[src/rtl/sap_controller_if.sv]
// rtl/sap_controller_if.sv - control bundle between the SAP-1 sequencer and its datapath
// The sequencer drives every load/enable line; the datapath returns the IR opcode nibble.
interface sap_controller_if;
  logic [3:0] ir_opcode;
  logic       pc_en;
  logic       pc_inc;
  logic       mar_load;
  logic       mem_en;
  logic       ir_load;
  logic       ir_en;
  logic       a_load;
  logic       a_en;
  logic       b_load;
  logic       adder_en;
  logic       sub;
  logic       out_load;
  logic [5:0] t_state;
  logic       halted;

  modport master (
    input  ir_opcode,
    output pc_en, pc_inc, mar_load, mem_en, ir_load, ir_en,
    output a_load, a_en, b_load, adder_en, sub, out_load,
    output t_state, halted
  );

  modport slave (
    output ir_opcode,
    input  pc_en, pc_inc, mar_load, mem_en, ir_load, ir_en,
    input  a_load, a_en, b_load, adder_en, sub, out_load,
    input  t_state, halted
  );
endinterface

[src/rtl/sap_controller.sv]
// rtl/sap_controller.sv - SAP-1 six-state ring sequencer with opcode decode
// One fixed six-cycle instruction: T1..T3 fetch, T4..T6 execute; HLT freezes until reset.
module sap_controller #(
  parameter logic [3:0] OP_LDA = 4'h0,
  parameter logic [3:0] OP_ADD = 4'h1,
  parameter logic [3:0] OP_SUB = 4'h2,
  parameter logic [3:0] OP_OUT = 4'hE,
  parameter logic [3:0] OP_HLT = 4'hF
) (
  input  logic            clk,
  input  logic            rst,
  sap_controller_if.master bus
);

  typedef enum logic [5:0] {
    T1 = 6'b000001,
    T2 = 6'b000010,
    T3 = 6'b000100,
    T4 = 6'b001000,
    T5 = 6'b010000,
    T6 = 6'b100000
  } ring_e;

  // Control word bit positions, MSB first in port order.
  localparam int B_PC_EN    = 11;
  localparam int B_PC_INC   = 10;
  localparam int B_MAR_LOAD = 9;
  localparam int B_MEM_EN   = 8;
  localparam int B_IR_LOAD  = 7;
  localparam int B_IR_EN    = 6;
  localparam int B_A_LOAD   = 5;
  localparam int B_A_EN     = 4;
  localparam int B_B_LOAD   = 3;
  localparam int B_ADDER_EN = 2;
  localparam int B_SUB      = 1;
  localparam int B_OUT_LOAD = 0;

  ring_e       ring_q, ring_d;
  logic        halt_q, halt_d;
  logic [11:0] ctrl_raw;
  logic [11:0] ctrl;

  always_comb begin
    ring_d = ring_q;
    halt_d = halt_q;
    case (ring_q)
      T1: if (!halt_q) ring_d = T2;
      T2: if (!halt_q) ring_d = T3;
      T3: if (!halt_q) ring_d = T4;
      T4: begin
        if (!halt_q) begin
          ring_d = T5;
          if (bus.ir_opcode == OP_HLT) halt_d = 1'b1;
        end
      end
      T5: if (!halt_q) ring_d = T6;
      T6: if (!halt_q) ring_d = T1;
      // A corrupted ring is pulled back to a clean fetch.
      default: ring_d = T1;
    endcase
  end

  always_ff @(posedge clk) begin
    if (rst) begin
      ring_q <= T1;
      halt_q <= 1'b0;
    end else begin
      ring_q <= ring_d;
      halt_q <= halt_d;
    end
  end

  always_comb begin
    ctrl_raw = '0;
    case (ring_q)
      T1: begin
        ctrl_raw[B_PC_EN]    = 1'b1;
        ctrl_raw[B_MAR_LOAD] = 1'b1;
      end
      T2: ctrl_raw[B_PC_INC] = 1'b1;
      T3: begin
        ctrl_raw[B_MEM_EN]  = 1'b1;
        ctrl_raw[B_IR_LOAD] = 1'b1;
      end
      T4: begin
        if (bus.ir_opcode == OP_LDA || bus.ir_opcode == OP_ADD ||
            bus.ir_opcode == OP_SUB) begin
          ctrl_raw[B_IR_EN]    = 1'b1;
          ctrl_raw[B_MAR_LOAD] = 1'b1;
        end else if (bus.ir_opcode == OP_OUT) begin
          ctrl_raw[B_A_EN]     = 1'b1;
          ctrl_raw[B_OUT_LOAD] = 1'b1;
        end
      end
      T5: begin
        if (bus.ir_opcode == OP_LDA) begin
          ctrl_raw[B_MEM_EN] = 1'b1;
          ctrl_raw[B_A_LOAD] = 1'b1;
        end else if (bus.ir_opcode == OP_ADD || bus.ir_opcode == OP_SUB) begin
          ctrl_raw[B_MEM_EN] = 1'b1;
          ctrl_raw[B_B_LOAD] = 1'b1;
        end
      end
      T6: begin
        if (bus.ir_opcode == OP_ADD || bus.ir_opcode == OP_SUB) begin
          ctrl_raw[B_ADDER_EN] = 1'b1;
          ctrl_raw[B_A_LOAD]   = 1'b1;
          ctrl_raw[B_SUB]      = (bus.ir_opcode == OP_SUB);
        end
      end
      default: ctrl_raw = '0;
    endcase
  end

  // Reset and HALT both silence the datapath in the same cycle they apply.
  always_comb begin
    ctrl = ctrl_raw;
    if (rst || halt_q) ctrl = '0;
  end

  assign bus.pc_en    = ctrl[B_PC_EN];
  assign bus.pc_inc   = ctrl[B_PC_INC];
  assign bus.mar_load = ctrl[B_MAR_LOAD];
  assign bus.mem_en   = ctrl[B_MEM_EN];
  assign bus.ir_load  = ctrl[B_IR_LOAD];
  assign bus.ir_en    = ctrl[B_IR_EN];
  assign bus.a_load   = ctrl[B_A_LOAD];
  assign bus.a_en     = ctrl[B_A_EN];
  assign bus.b_load   = ctrl[B_B_LOAD];
  assign bus.adder_en = ctrl[B_ADDER_EN];
  assign bus.sub      = ctrl[B_SUB];
  assign bus.out_load = ctrl[B_OUT_LOAD];

  assign bus.t_state  = rst ? 6'b000001 : (halt_q ? 6'b000000 : ring_q);
  assign bus.halted   = halt_q & ~rst;

endmodule
[src/flat_wrapper.sv]
// flat-port wrapper written by rule: the top's interface ports become plain ports
module sap_controller_flat 
#(
  parameter logic [3:0] OP_LDA = 4'h0,
  parameter logic [3:0] OP_ADD = 4'h1,
  parameter logic [3:0] OP_SUB = 4'h2,
  parameter logic [3:0] OP_OUT = 4'hE,
  parameter logic [3:0] OP_HLT = 4'hF
)
  (clk, rst, bus_ir_opcode, bus_pc_en, bus_pc_inc, bus_mar_load, bus_mem_en, bus_ir_load, bus_ir_en, bus_a_load, bus_a_en, bus_b_load, bus_adder_en, bus_sub, bus_out_load, bus_t_state, bus_halted);
  sap_controller_if bus_i ();
  input  logic clk;
  input  logic rst;
  input wire logic [$bits(bus_i.ir_opcode)-1:0] bus_ir_opcode;
  output wire logic [$bits(bus_i.pc_en)-1:0] bus_pc_en;
  output wire logic [$bits(bus_i.pc_inc)-1:0] bus_pc_inc;
  output wire logic [$bits(bus_i.mar_load)-1:0] bus_mar_load;
  output wire logic [$bits(bus_i.mem_en)-1:0] bus_mem_en;
  output wire logic [$bits(bus_i.ir_load)-1:0] bus_ir_load;
  output wire logic [$bits(bus_i.ir_en)-1:0] bus_ir_en;
  output wire logic [$bits(bus_i.a_load)-1:0] bus_a_load;
  output wire logic [$bits(bus_i.a_en)-1:0] bus_a_en;
  output wire logic [$bits(bus_i.b_load)-1:0] bus_b_load;
  output wire logic [$bits(bus_i.adder_en)-1:0] bus_adder_en;
  output wire logic [$bits(bus_i.sub)-1:0] bus_sub;
  output wire logic [$bits(bus_i.out_load)-1:0] bus_out_load;
  output wire logic [$bits(bus_i.t_state)-1:0] bus_t_state;
  output wire logic [$bits(bus_i.halted)-1:0] bus_halted;
  assign bus_i.ir_opcode = bus_ir_opcode;
  assign bus_pc_en = bus_i.pc_en;
  assign bus_pc_inc = bus_i.pc_inc;
  assign bus_mar_load = bus_i.mar_load;
  assign bus_mem_en = bus_i.mem_en;
  assign bus_ir_load = bus_i.ir_load;
  assign bus_ir_en = bus_i.ir_en;
  assign bus_a_load = bus_i.a_load;
  assign bus_a_en = bus_i.a_en;
  assign bus_b_load = bus_i.b_load;
  assign bus_adder_en = bus_i.adder_en;
  assign bus_sub = bus_i.sub;
  assign bus_out_load = bus_i.out_load;
  assign bus_t_state = bus_i.t_state;
  assign bus_halted = bus_i.halted;
  sap_controller #(.OP_LDA(OP_LDA), .OP_ADD(OP_ADD), .OP_SUB(OP_SUB), .OP_OUT(OP_OUT), .OP_HLT(OP_HLT)) u_core (.clk(clk), .rst(rst), .bus(bus_i));
endmodule
[config.mk]
export PLATFORM = sky130hd
export DESIGN_NAME = sap_controller_flat
export DESIGN_NICKNAME = d
export VERILOG_FILES = /design/src/rtl/sap_controller_if.sv /design/src/rtl/sap_controller.sv /design/src/flat_wrapper.sv
export SDC_FILE = /design/constraint.sdc
export NUM_CORES = 1
export LEC_CHECK = 0
export ABC_CLOCK_PERIOD_IN_PS = 3400
export CAP_MARGIN = 10
export CORE_MARGIN = 4
export CORE_UTILIZATION = 40
export DETAILED_ROUTE_END_ITERATION = 8
export GPL_ROUTABILITY_DRIVEN = 0
export PLACE_DENSITY = 0.76
export SYNTH_ARGS = -nofsm -noshare
export SYNTH_HDL_FRONTEND = slang
export SYNTH_SLANG_ARGS = --single-unit
[constraint.sdc]
create_clock -name clk -period 3.4 [get_ports clk]
set_input_delay 0.51 -clock clk [delete_from_list [all_inputs] [get_ports clk]]
set_output_delay 0.51 -clock clk [all_outputs]
set_load 0.02 [all_outputs]
Word level (Yosys, flattened, before mapping)
Index checks and enable logic that the tools add are counted.
{ "word_totals": {"register_bits": 7, "in_bits": 6, "wordCells": 56} }
{ "op_classes": {"n_eq_ne": 16, "muxes": 30, "n_bitwise": 2, "n_reduce_logical": 6} }
{ "ops": {"columns": ["op", "count"], "rows": [
  ["$mux 6", 8],
  ["$pmux 6 s6", 1],
  ["$mux 1", 15],
  ["$mux 12", 1],
  ["$ne 2x2->1 const B", 6],
  ["$eq 4x4->1 const B", 2],
  ["$eq 6x1->1 const B", 1],
  ["$eq 6x2->1 const B", 1],
  ["$eq 6x3->1 const B", 1],
  ["$eq 6x4->1 const B", 1],
  ["$eq 6x5->1 const B", 1],
  ["$eq 6x6->1 const B", 1],
  ["$pmux 1 s2", 3],
  ["$reduce_and 6->1", 1],
  ["$eq 4x1->1 const B", 1],
  ["$eq 4x2->1 const B", 1],
  ["$logic_not 4->1", 1],
  ["$logic_or 1x1->1", 4],
  ["$mux 2", 2],
  ["$and 1x1->1", 1],
  ["$not 1->1", 1]
]} }

Longest topological paths before layout
{ "logic_depth": {"ltp_word": 6, "ltp_mapped": 5} }

Least setup slack after synthesis
OpenSTA, ideal clock, no wires.
{ "synth_timing": {"path_type": "register to output", "start": "register u_core.ring_q[4]", "end": "output bus_out_load", "arrival_ns": 2.331, "required_ns": 2.890, "slack_ns": 0.559, "stages_incl_launch_ff": 5, "cell_sequence": "dfxtp_1 -> or4_4 -> or3b_4 -> nor4_1 -> buf_4"} }
{ "synth_via": {"elab_chain_len": 3} }
{ "synth_lines": {"columns": ["item", "line", "text"], "rows": [
  ["start, declared", "sap_controller.sv:38", "ring_e ring_q, ring_d;"],
  ["start signal, assigned", "sap_controller.sv:68", "ring_q <= ring_d;"],
  ["$eq 6x4->1", "sap_controller.sv:75", "case (ring_q)"],
  ["$mux 1", "sap_controller.sv:75", null],
  ["$mux 12", "sap_controller.sv:118", "if (rst || halt_q) ctrl = '0;"],
  ["end, declared", "flat_wrapper.sv:26", "output wire logic [$bits(bus_i.out_load)-1:0] bus_out_load;"]
]} }
No other way between the ends.

Worst setup path in the final report
Ends and elaborated chain as after synthesis.

==> results list <==
- The average instance in the mapped netlist occupies 6.868 um2.
* Maximum number of pins on one net before global-route repair: 14
- Cell Chain, Critical Path: or4_4 > or3b_4 > nor4_1 > clkdlybuf4s50_1
- Clock tree buffer depth: 2
* DRC Markers: 0
- WP data required: 2.89 ns
- Number of DRC violations after detailed-routing iteration 0: 22
- Most used DFF post-synth: sky130_fd_sc_hd__dfxtp_1
- Pwr Density: 290.4 nW/um2
* Width of the chip: 48.18 um
- Total of endpoints with negative setup slack in the final report: 0
* Highest-count cells in the layout ignoring fill and taps: sky130_fd_sc_hd__clkdlybuf4s50_1 (24), sky130_fd_sc_hd__nor2_1 (15), sky130_fd_sc_hd__dfxtp_1 (7)
- Once placement finished, the instance area stood at 882.1 um2.
* Crit end category: output port
- Initial Util: 0.4236
- Synthesis produced a netlist with a net count of 100.
- Total routed wirelength: 1.831 mm
- In this run the worst path has a maximum fanout of 7.
- In this run the number of H-tree levels came out at 1.
- Crit path max-delay family: simple AND/OR/NAND/NOR gates
* Fraction of synthesized cell area taken by the top area cell type: 0.2171
- Count of hold-fix buffers inserted at cts: 0
- The number of endpoints with negative hold slack in the final report was 0.
- The worst setup path is launched from a flop.
- All-Layer GR Usage: 0.1759
* Crit-path slowest cell: sky130_fd_sc_hd__clkdlybuf4s50_1
- Global-route wire length before repair: 2.863 mm
- During placement, the flow inserted port buffers numbering 24.
- Together, buffers and inverters on the worst path number 1.
- Clock tree synthesis found a total of 7 sinks.
- Number of nets still failing antenna checks after routing: 0
- The run finished with clean final reports.
- Actual transition at the worst max-transition pin: 0.4480 ns
- Fraction of the mapped netlist area in adder cells: 0
* Achievable Freq: 315.3 MHz
* Count of distinct cell types in the synthesized netlist: 38
* Combinational family with the most area after synthesis: simple AND/OR/NAND/NOR gates
* Worst clock skew on the final layout: 0.003324 ns
- The die is 48.18 um tall.
- Area fraction in and, or, nand and nor cells after synthesis: 0.4671
- For this run, asynchronously set or reset flops after synthesis account for 0.
- For this run, the share of the core covered by cells in the final layout is 0.5961.
- Seq/Total Area, Yosys: 0.2171
* Clock-pin slew on the worst setup and hold paths: 0.06 ns
* Clock root buffer master: sky130_fd_sc_hd__clkbuf_4
- In this run the standard cell core region covers 1524 um2.
- Library cell with the largest summed area after synthesis: sky130_fd_sc_hd__dfxtp_1
- At the later pin of the worst-skew pair, clock insertion delay measures 0.26 ns.
- In this run, CTS created clock tree buffers numbering 3.
- Top area cells in the synthesized netlist: sky130_fd_sc_hd__dfxtp_1 (22%), sky130_fd_sc_hd__nor2_1 (8.7%), sky130_fd_sc_hd__and2_1 (4.8%)
- Yosys mapped a number of flops with a built-in enable equal to 0.
* Total of warnings raised by yosys: 0
- The synthesized netlist occupies a cell area of 645.6 um2.
* Unrepaired setup endpoints after global routing: no
- Vias per inst: 5.667
- Most common cell after layout, fill and taps aside: sky130_fd_sc_hd__clkdlybuf4s50_1
* Total grt overflow: 0
* Parity-gate share of the synthesized area counting xor and xnor cells: 0.02713
* Worst slew margin relative to its limit: 0.6986
* Peak supply drop: 0.1756 mV
* Area fraction in compound gates after synthesis: 0.1841
- Num rows: 14
* Net count, final: 123
- The analysis attributes to cell leakage a power of 0.3497 nW.
* Hold WC Path Type: flop to flop
- HPWL after detailed placement: 1.338 mm
* Total iterations of the first detailed-routing run: 4
* Number of buffers added for setup after CTS: 0
* N_diodes: 0
* TritonCTS clock tree: done
- The critical path is of the flop to output port type.
- Post-DR wirelength/cell: 13.87 um
- MaxCap Viol Count: 0
- For this block, the via count after detailed routing is 748.
* Multiplexer share of the synthesized area: 0.03295
- Total negative slack for setup checks: 0 ns
- In this run, synthesis produced a sequential element count of 7.
- Top-Level Pins: 25
- Number of global-route vias before repair: 674
- Synthesis handed over a netlist of 94 instances.
* Biggest cell delay along the critical path: 0.68 ns
- Ratio of cells with drive above 1 in the final layout: 0.1121
- From synthesis to final layout, the design area changed by 40.70%.
* Post-CTS sizing: 0
* Minimum period implied by the final worst setup slack: 3.172 ns
* Final standard cell area without fillers: 908.4 um2
* Data arrival time of the worst path: 2.66 ns
- The count of final max-slew check failures was 0.
- The number of antenna violations at the first check in global routing is 0.
* Die area: 2321 um2
- Period utilization: 0.9329
-- cell type report --
class / instances / area [um2]
Inverter: 4 / 15.01
Clock buffer: 4 / 26.28
Sequential cell: 7 / 140.1
Tap cell: 16 / 20.02
Timing Repair Buffer: 25 / 247.7
Multi-Input combinational cell: 76 / 459.2
Fill cell: 151 / 615.6
-- tightest hold or removal path, delay by kind of cell (launching register included) --
family	cells	cell delay [ns]
AND/OR/NAND/NOR	1	0.10
flip-flops	1	0.41
AO/OA/AOI/OAI	1	0.06
-- per-layer routing --
layer  track usage  vias to the layer above  part of all wire
met5             0                        -                 0
met4       0.08065                        0             0.015
met2        0.2917                       38              0.44
met3       0.03690                        5             0.099
met1        0.2154                      333              0.44
li1              -                      372                 -
-- per-stage QoR --
| step | setup WS, ns | total power [mW] | cells | hold WS [ns] |
|---|---|---|---|---|
| 6_report | 0.2282 | 0.2638 | 132 | 0.6243 |
| 3_3_place_gp | 0.2716 | 0.1815 | 128 | 0.6008 |
| 3_5_place_dp | 0.2813 | 0.1828 | 128 | 0.6204 |
| 5_1_grt | 0.1282 | 0.2801 | 132 | 0.6755 |
| 2_1_floorplan | 0.5588 | 0.1513 | 94 | 0.5482 |
| 4_1_cts | 0.2033 | 0.2660 | 132 | 0.6248 |
-- Yosys cell counts (2+ instances only) --
| library cell | n |
|---|---|
| sky130_fd_sc_hd__dfxtp_1 | 7 |
| sky130_fd_sc_hd__nand2_1 | 6 |
| sky130_fd_sc_hd__nor4_1 | 2 |
| sky130_fd_sc_hd__nand2b_1 | 3 |
| sky130_fd_sc_hd__a21oi_1 | 4 |
| sky130_fd_sc_hd__or2_2 | 2 |
| sky130_fd_sc_hd__xor2_1 | 2 |
| sky130_fd_sc_hd__nor4b_1 | 2 |
| sky130_fd_sc_hd__nand3_1 | 2 |
| sky130_fd_sc_hd__or4_1 | 2 |
| sky130_fd_sc_hd__clkbuf_1 | 4 |
| sky130_fd_sc_hd__and2b_2 | 2 |
| sky130_fd_sc_hd__nor3_1 | 6 |
| sky130_fd_sc_hd__inv_1 | 4 |
| sky130_fd_sc_hd__nor2_1 | 15 |
| sky130_fd_sc_hd__a21o_1 | 2 |
| sky130_fd_sc_hd__and2_1 | 5 |
| sky130_fd_sc_hd__o21ai_0 | 4 |
-- where the power goes --
part	total [mW]	internal [mW]	switching, mW
clock network	0.0825	0.0452	0.0373
logic	0.0819	0.0417	0.0402
registers	0.0993	0.0869	0.0124
total	0.264	0.174	0.0899
-- registers in the layout (all words and copies together) (netlist names) --
signal         cells
u_core.ring_q      6
u_core.halt_q      1
-- path summary, 6_finish.rpt --
| kind | endpoint | slack [ns] | startpoint | cells after the start |
|---|---|---|---|---|
| worst max-delay path | bus_out_load | 0.23 | u_core.ring_q[4] | 4 |
| worst min-delay path | u_core.ring_q[1] | 0.62 | u_core.ring_q[1] | 2 |
| worst max register to register | u_core.halt_q | 1.33 | u_core.ring_q[4] | 4 |
| worst min register to register | u_core.ring_q[1] | 0.62 | u_core.ring_q[1] | 2 |
-- logic make-up (layout without fill, tap and decap cells) --
| logic type | count (synthesis) | in the layout |
|---|---|---|
| multiplexers | 2 | 2 |
| buffers and inverters | 11 | 33 |
| XOR/XNOR | 2 | 2 |
| flip-flops | 7 | 7 |
| AO/OA/AOI/OAI | 18 | 18 |
| AND/OR/NAND/NOR | 54 | 54 |
(Power assumes the default switching activity.)
